===== config.mk =====
export PLATFORM = sky130hd
export DESIGN_NAME = i2s_sample_tx
export DESIGN_NICKNAME = d
export VERILOG_FILES = /design/src/rtl/i2s_sample_tx.sv
export SDC_FILE = /design/constraint.sdc
export NUM_CORES = 1
export LEC_CHECK = 0
export CAP_MARGIN = 20
export CORE_MARGIN = 4
export CORE_UTILIZATION = 49
export CTS_BUF_LIST = sky130_fd_sc_hd__clkbuf_16
export DETAILED_ROUTE_END_ITERATION = 8
export GPL_TIMING_DRIVEN = 0
export MAX_ROUTING_LAYER = met4
export PLACE_DENSITY = 0.82
export SLEW_MARGIN = 20
export SYNTH_ARGS = -nofsm -noshare
export SYNTH_HDL_FRONTEND = slang
export SYNTH_SLANG_ARGS = --single-unit

===== constraint.sdc =====
create_clock -name clk -period 3.07 [get_ports clk]
set_clock_uncertainty 0.2 [all_clocks]
set_input_delay 0.614 -clock clk [delete_from_list [all_inputs] [get_ports clk]]
set_output_delay 0.614 -clock clk [all_outputs]
set_load 0.02 [all_outputs]

===== src/rtl/i2s_sample_tx.sv =====
// I2S transmitter: takes stereo sample pairs over valid/ready and shifts them out
// as BCLK/LRCLK/SDATA derived from clk, with a per-frame strobe and underrun flag.
module i2s_sample_tx #(
    parameter int unsigned BITS     = 16,
    parameter int unsigned BCLK_DIV = 4
) (
    input  logic            clk,
    input  logic            reset,
    input  logic [BITS-1:0] sample_l,
    input  logic [BITS-1:0] sample_r,
    input  logic            sample_valid,
    output logic            sample_ready,
    output logic            frame_start,
    output logic            underrun,
    output logic            i2s_bclk,
    output logic            i2s_lrclk,
    output logic            i2s_sdata
);

    localparam int unsigned FW    = 2 * BITS;
    localparam int unsigned DIV_W = (BCLK_DIV > 1) ? $clog2(BCLK_DIV) : 1;
    localparam int unsigned IDX_W = $clog2(FW);

    typedef enum logic {
        BUF_EMPTY = 1'b0,
        BUF_FULL  = 1'b1
    } buf_state_t;

    buf_state_t        buf_state;
    buf_state_t        buf_state_nxt;
    logic [DIV_W-1:0]  div_cnt;
    logic [IDX_W-1:0]  bit_idx;
    logic [FW-1:0]     frame_word;
    logic [FW-1:0]     buf_word;
    logic [FW-1:0]     last_word;

    logic              div_wrap_c;
    logic              fall_c;
    logic              load_c;
    logic              accept_c;
    logic [IDX_W-1:0]  idx_next_c;
    logic [IDX_W-1:0]  sel_c;

    // BCLK falls when the divider wraps while BCLK is high; the frame reloads when bit_idx wraps
    assign div_wrap_c = (div_cnt == DIV_W'(BCLK_DIV - 1));
    assign fall_c     = div_wrap_c && i2s_bclk;
    assign idx_next_c = (bit_idx == IDX_W'(FW - 1)) ? '0 : bit_idx + IDX_W'(1);
    assign load_c     = fall_c && (idx_next_c == '0);
    assign accept_c   = sample_valid && (buf_state == BUF_EMPTY);
    // Slot k carries frame bit FW-k, giving the one-BCLK I2S delay behind LRCLK
    assign sel_c      = IDX_W'(FW - 32'(idx_next_c));

    always_comb begin
        buf_state_nxt = buf_state;
        case (buf_state)
            BUF_EMPTY: if (accept_c) buf_state_nxt = BUF_FULL;
            BUF_FULL:  if (load_c)   buf_state_nxt = BUF_EMPTY;
            default:   buf_state_nxt = BUF_EMPTY;
        endcase
    end

    always_ff @(posedge clk) begin
        if (reset) begin
            buf_state <= BUF_EMPTY;
        end else begin
            buf_state <= buf_state_nxt;
        end
    end

    always_ff @(posedge clk) begin
        if (reset) begin
            div_cnt      <= '0;
            bit_idx      <= IDX_W'(FW - 1);
            frame_word   <= '0;
            buf_word     <= '0;
            last_word    <= '0;
            sample_ready <= 1'b1;
            frame_start  <= 1'b0;
            underrun     <= 1'b0;
            i2s_bclk     <= 1'b0;
            i2s_lrclk    <= 1'b1;
            i2s_sdata    <= 1'b0;
        end else begin
            div_cnt      <= div_wrap_c ? '0 : div_cnt + DIV_W'(1);
            sample_ready <= (buf_state_nxt == BUF_EMPTY);
            frame_start  <= load_c;
            underrun     <= load_c && (buf_state == BUF_EMPTY);

            if (div_wrap_c) begin
                i2s_bclk <= ~i2s_bclk;
            end

            if (accept_c) begin
                buf_word <= {sample_l, sample_r};
            end

            if (fall_c) begin
                bit_idx   <= idx_next_c;
                i2s_lrclk <= (idx_next_c >= IDX_W'(BITS));
                if (load_c) begin
                    // Slot 0 still carries the outgoing frame's right LSB
                    i2s_sdata <= frame_word[0];
                    if (buf_state == BUF_FULL) begin
                        frame_word <= buf_word;
                        last_word  <= buf_word;
                    end else begin
                        frame_word <= last_word;
                    end
                end else begin
                    i2s_sdata <= frame_word[sel_c];
                end
            end
        end
    end

endmodule

# Word-level counts from Yosys, hierarchy flattened
# Cells that the tools add are included.
[totals] reg_bits=78 inputBits=35 out_inout_bits=6 wordCells=35
[op_classes] n_addsub=3 order_cmp=2 n_eq_ne=2 mux=7 n_bitwise=3 reduce_logical=7
[op_table] operator="$lt A5 B6 Y1 const B" n=1
[op_table] operator="$add A5 B1 Y5 const B" n=1
[op_table] operator="$bmux W1 S5" n=1
[op_table] operator="$eq A5 B5 Y1 const B" n=1
[op_table] operator="$ge A5 B5 Y1 const B" n=1
[op_table] operator="$logic_not A5 Y1" n=1
[op_table] operator="$mux W5" n=1
[op_table] operator="$sub A1 B5 Y5 const A" n=1
[op_table] operator="$logic_and A1 B1 Y1" n=4
[op_table] operator="$mux W1" n=4
[op_table] operator="$not A1 Y1" n=3
[op_table] operator="$reduce_and A3 Y1" n=1
[op_table] operator="$add A2 B1 Y2 const B" n=1
[op_table] operator="$eq A2 B2 Y1 const B" n=1
[op_table] operator="$pmux W1 S2" n=1
[op_table] operator="$reduce_or A2 Y1" n=1

# Longest topological paths before layout
[depth] depth_word=7 depth_mapped=12 ltp_nobuf=11

# Least setup slack after synthesis
# OpenSTA, ideal clock, no wires.
[synth_path] kind="reg2reg" start="register bit_idx[0]" end="register i2s_sdata" setup_time_ns=0.147 arrival_ns=2.725 required_ns=2.723 setup_slack_ns=-0.002 stages_incl_launch_ff=9 n_path_buf=0 period_less_slack_ns=3.072 path_cell_list="dfxtp_1 > ha_1 > and3_1 > ha_1 > mux2i_2 > mux4_2 > mux4_2 > nor2_2 > a2111oi_2"
[synth_between] elab_chain_len=6 elab_cells_between_ends=9 classes_between="2 x add/sub; 1 x eq/ne; 4 x mux; 2 x reduce/logical"
[synth_rtl] element="start, declared" line_no="32" rtl="logic [IDX_W-1:0] bit_idx;"
[synth_rtl] element="start signal, assigned" line_no="73" rtl="bit_idx <= IDX_W'(FW - 1);"
[synth_rtl] element="start signal, assigned" line_no="98" rtl="bit_idx <= idx_next_c;"
[synth_rtl] element="$add A5 B1 Y5 or $eq A5 B5 Y1 (tied branches)" line_no="47" rtl="assign idx_next_c = (bit_idx == IDX_W'(FW - 1)) ? '0 : bit_idx + IDX_W'(1);"
[synth_rtl] element="$mux W5 (*)" line_no="47"
[synth_rtl] element="$sub A1 B5 Y5" line_no="51" rtl="assign sel_c = IDX_W'(FW - 32'(idx_next_c));"
[synth_rtl] element="$bmux W1 S5" line_no="110" rtl="i2s_sdata <= frame_word[sel_c];"
[synth_rtl] element="$mux W1 (implied by the code)" line_no="110"
[synth_rtl] element="$mux W1 (*)" line_no="100" rtl="if (load_c) begin"
[synth_rtl] element="end signal, assigned" line_no="102" rtl="i2s_sdata <= frame_word[0];"
[synth_rtl] element="end signal, assigned" line_no="110"
[synth_rtl] element="end, declared" line_no="17" rtl="output logic i2s_sdata"
# Every way passes the cells marked *; elsewhere a longest branch is shown, timed or not. The select of a mux whose other input is x is not followed.
# A chain may end at the register's enable or synchronous reset.

# Worst setup path after layout
# Ends and elaborated chain as after synthesis.

==> metrics.md <==
| Metric | Value |
|---|---|
| Antenna Cells | `0` |
| Starting Density | `0.5127` |
| Largest net degree at the start of global routing | `14` |
| Number of global-route vias before repair | `approximately 2500` |
| Max clock buf depth | `2` |
| Hold path depth | `1` |
| Slew HR | `0.6789` |
| Hold_ws | `approximately 0.23 ns` |
| Clock latency on the worst-skew pair | `0.33 ns` |
| H-Tree Depth | `3` |
| Worst reg2reg path depth | `9` |
| Synthesized area | `about 3000 um^2` |
| Final Power | `~2.5 mW` |
| Crit path kind | `reg -> reg` |
| Ports | `41` |
| PortBufs | `40` |
| Leak | `1.442 nW` |
| Final WL | `approximately 6.9 mm` |
| RSZ-0062 raised after global routing | `false` |
| Core Area | `roughly 6000 um^2` |
| Worst Path Arrival | `3.00 ns` |
| DRC Markers | `0` |
| RR Startpoint | `bit_idx[0]$_SDFFE_PP1P_` |
| R2r setup slk | `between 0.07 and 0.08 ns` |
| Max IR drop VDD | `between 0.0003 and 0.0004 V` |
| Mapped Nets | `around 400` |
| P&R area growth vs syn | `30.63%` |
| Routed vias/inst | `about 5.3` |
| Worst Path Required | `between 3 and 4 ns` |
| Clock sinks | `77` |
| All-Layer GR Usage | `0.1970` |
| Wire length per cell | `14.00 um` |
| Hold Crit Class | `reg -> reg` |
| Slew @ Worst Pin | `between 0.4 and 0.5 ns` |
| RePlAce Congestion | `0.8281` |
| # fillers | `about 460` |
| Non-Filler Instances | `493` |
| Slew Limit Fails | `0` |
| Yosys warning count | `0` |
| Final Setup Violations | `0` |
| Hold Path Origin | `div_cnt[0]$_SDFF_PP0_` |
| Post-DP Area | `between 3000 and 4000 um^2` |
| CP Capture Type | `flip-flop` |
| CP Launch Type | `flip-flop` |
| CTS Buf Count | `9` |
| Antenna violations before repair | `0` |
| First-pass detailed-route iteration total | `4` |
| Cell area power density | `617.9 nW/um^2` |
| Fmax | `about 0.33 GHz` |
| Site Rows | `28` |
| DR iter-0 viols | `roughly 130` |
| Final Hold Vio Count | `0` |
| Hold EP | `div_cnt[0]$_SDFF_PP0_` |
| Outcome | `completed` |
| GRT overflow | `0` |
| Die height | `just under 90 um` |
| Final Cycle Share | `0.9749` |
| #FFs+latches synth | `77` |
| Crit-path max FO | `7` |
| Seq/Total Area, Yosys | `0.5018` |
| Post-DP HPWL | `roughly 4.6 mm` |
| Die W | `roughly 87 um` |
| Mapped Avg Cell Area | `8.580 um^2` |
| Max-Cap Viols | `0` |
| Root Driver | `clkbuf_16` |
| Final instance area | `approximately 4000 um^2` |
| Shortest period the worst path allows | `2.993 ns` |
| # placed instances | `around 470` |
| Reg clk slew, reported paths | `roughly 0.060 ns` |
| Post-Synthesis Cells | `about 360` |
| First-pass GRT wire length | `between 10 and 15 mm` |
| Post-route ant nets | `0` |
| CTS tree | `built` |
| Critical path cell sequence | `ha_4, and3_1, ha_1, nor2_4, buf_4, mux4_1, mux4_2, nor2_2, a2111oi_2` |
| Nets | `453` |
| Layout cells sized above 1 | `0.1077` |
| Reg-to-Reg End | `i2s_sdata$_SDFFE_PP0P_` |
| Slowest Stage Delay on Critical Path | `0.56 ns` |
| Die ar. | `between 7000 and 8000 um^2` |
| CP max stage cell | `mux4_1` |
| Vias | `2600` |
| Distinct cells, synth | `36` |
-- final cells by class --
type | count | area [um^2] | share of cell area
clock inverter | 7 | 137.6 | 0.03430
buffer | 22 | 108.9 | 0.02713
timing repair buffer | 45 | 437.9 | 0.1091
inverter | 4 | 15.01 | 0.003742
multi-input combinational | 254 | 1451 | 0.3617
tap | 75 | 93.84 | 0.02339
sequential | 77 | 1543 | 0.3845
clock buffer | 9 | 225.2 | 0.05613
-- kinds of logic after synthesis --
kind of cell | after synthesis | synth area share
AOI/OAI and AO/OA | 74 | 0.1328
and+or+nand+nor | 159 | 0.2106
buffers and inverters | 27 | 0.03870
xor gates and xnor gates | 3 | 0.008556
adders and majority gates | 5 | 0.02037
DFF | 77 | 0.5018
muxes | 13 | 0.08717
-- power by group --
part | leakage [nW] | internal (mW) | total (mW) | switching (mW)
Combinational | 0.640 | 0.0783 | 0.155 | 0.0764
Clock | 0.175 | 0.873 | 1.28 | 0.404
Sequential | 0.626 | 1.03 | 1.05 | 0.0169
Total | 1.44 | 1.98 | 2.48 | 0.498
-- how the worst max path moves through the flow --
stage | endpoint | cells after the start | start | slack (ns)
2_1_floorplan | i2s_sdata$_SDFFE_PP0P_ | 8 | bit_idx[0]$_SDFFE_PP1P_ | 0.006
3_3_place_gp | last_word[8]$_SDFFE_PP0P_ | 12 | bit_idx[0]$_SDFFE_PP1P_ | -0.27
3_5_place_dp | last_word[23]$_SDFFE_PP0P_ | 12 | bit_idx[0]$_SDFFE_PP1P_ | -0.38
4_1_cts | i2s_sdata$_SDFFE_PP0P_ | 9 | bit_idx[0]$_SDFFE_PP1P_ | 0.001
5_1_grt | i2s_sdata$_SDFFE_PP0P_ | 9 | bit_idx[0]$_SDFFE_PP1P_ | 0.01
6_report | i2s_sdata$_SDFFE_PP0P_ | 9 | bit_idx[0]$_SDFFE_PP1P_ | 0.08
-- sequential cells by signal, indices dropped and copies added (netlist names) --
register and flops:
last_word 32, div_cnt 2, i2s_lrclk 1, buf_word 32, buf_state 1, bit_idx 4, sample_ready 1, frame_start 1
i2s_sdata 1, i2s_bclk 1, underrun 1
-- cells in the final DEF (no fill, tap or decap), types with 2 or more instances in the layout --
| cell | count |
|---|---|
| nand2_1 | 134 |
| dfxtp_1 | 76 |
| a21oi_1 | 64 |
| clkdlybuf4s50_1 | 40 |
| clkbuf_1 | 17 |
| clkbuf_16 | 9 |
| nor2_1 | 7 |
| mux4_2 | 7 |
| buf_4 | 5 |
| inv_1 | 4 |
| nor3_1 | 4 |
| bufinv_16 | 4 |
| nand3_1 | 3 |
| a211o_1 | 3 |
| ha_1 | 3 |
| mux2i_4 | 2 |
| and3_1 | 2 |
| clkbuf_4 | 2 |
| o21ai_0 | 2 |
| xnor2_1 | 2 |
| a2111oi_2 | 2 |
| mux4_1 | 2 |
| ha_4 | 2 |
| clkinv_2 | 2 |
-- layer usage --
| metal | vias to the layer above | wire length, um | global-route usage |
|---|---|---|---|
| met2 | 56 | 3573 | 0.3492 |
| met4 | 0 | 116 | 0.07252 |
| met5 | - | 0 | - |
| met1 | 1219 | 2893 | 0.2173 |
| li1 | 1311 | - | - |
| met3 | 14 | 320 | 0.04068 |
-- metrics by stage --
stage / setup WS, ns / util / TNS (ns)
after floorplan: 0.006307 / - / 0
after global placement: -0.2729 / 0.5967 / -7.574
after detailed placement: -0.3807 / 0.5967 / -10.63
after CTS: 0.001084 / 0.6627 / 0
after global routing: 0.01005 / 0.6698 / 0
final: 0.07707 / 0.6698 / 0
-- what timing repair did --
item | CTS | global route
gates resized for setup | 9 | 4
pin swaps | 0 | 1
setup endpoints to repair | 32 | 31
hold buffers | 0 | 0
setup buffers | 1 | 4
-- Yosys cell counts (all sizes together) --
master,count,area [um^2]
a221o,1,10.01
ha,5,62.56
a2111oi,2,23.77
a211oi,1,7.510
and3,2,12.51
nand2,134,503.0
clkbuf,22,92.59
and2,1,8.760
nand3,3,15.01
mux2i,3,46.29
mux4,9,210.2
nand2b,1,6.260
a211o,3,26.28
o21ai,2,10.01
nor3b,1,7.510
nor3,4,20.02
nand3b,1,7.510
or3,1,6.260
xor2,1,8.760
a21oi,64,320.3
nor2,9,43.80
nor2b,1,6.260
mux2,1,11.26
inv,4,15.01
xnor2,2,17.52
buf,1,11.26
and2b,1,10.01
o211a,1,10.01
dfxtp,77,1541
-- worst max-delay path: cells and delay by family (launching register included) --
family | cells | cell delay, ns
AOI/OAI and AO/OA | 1 | 0.05
and+or+nand+nor | 3 | 0.59
DFF | 1 | 0.36
adders and majority gates | 2 | 0.44
buffers and inverters | 1 | 0.18
muxes | 2 | 1.05
(Power assumes the default switching activity.)
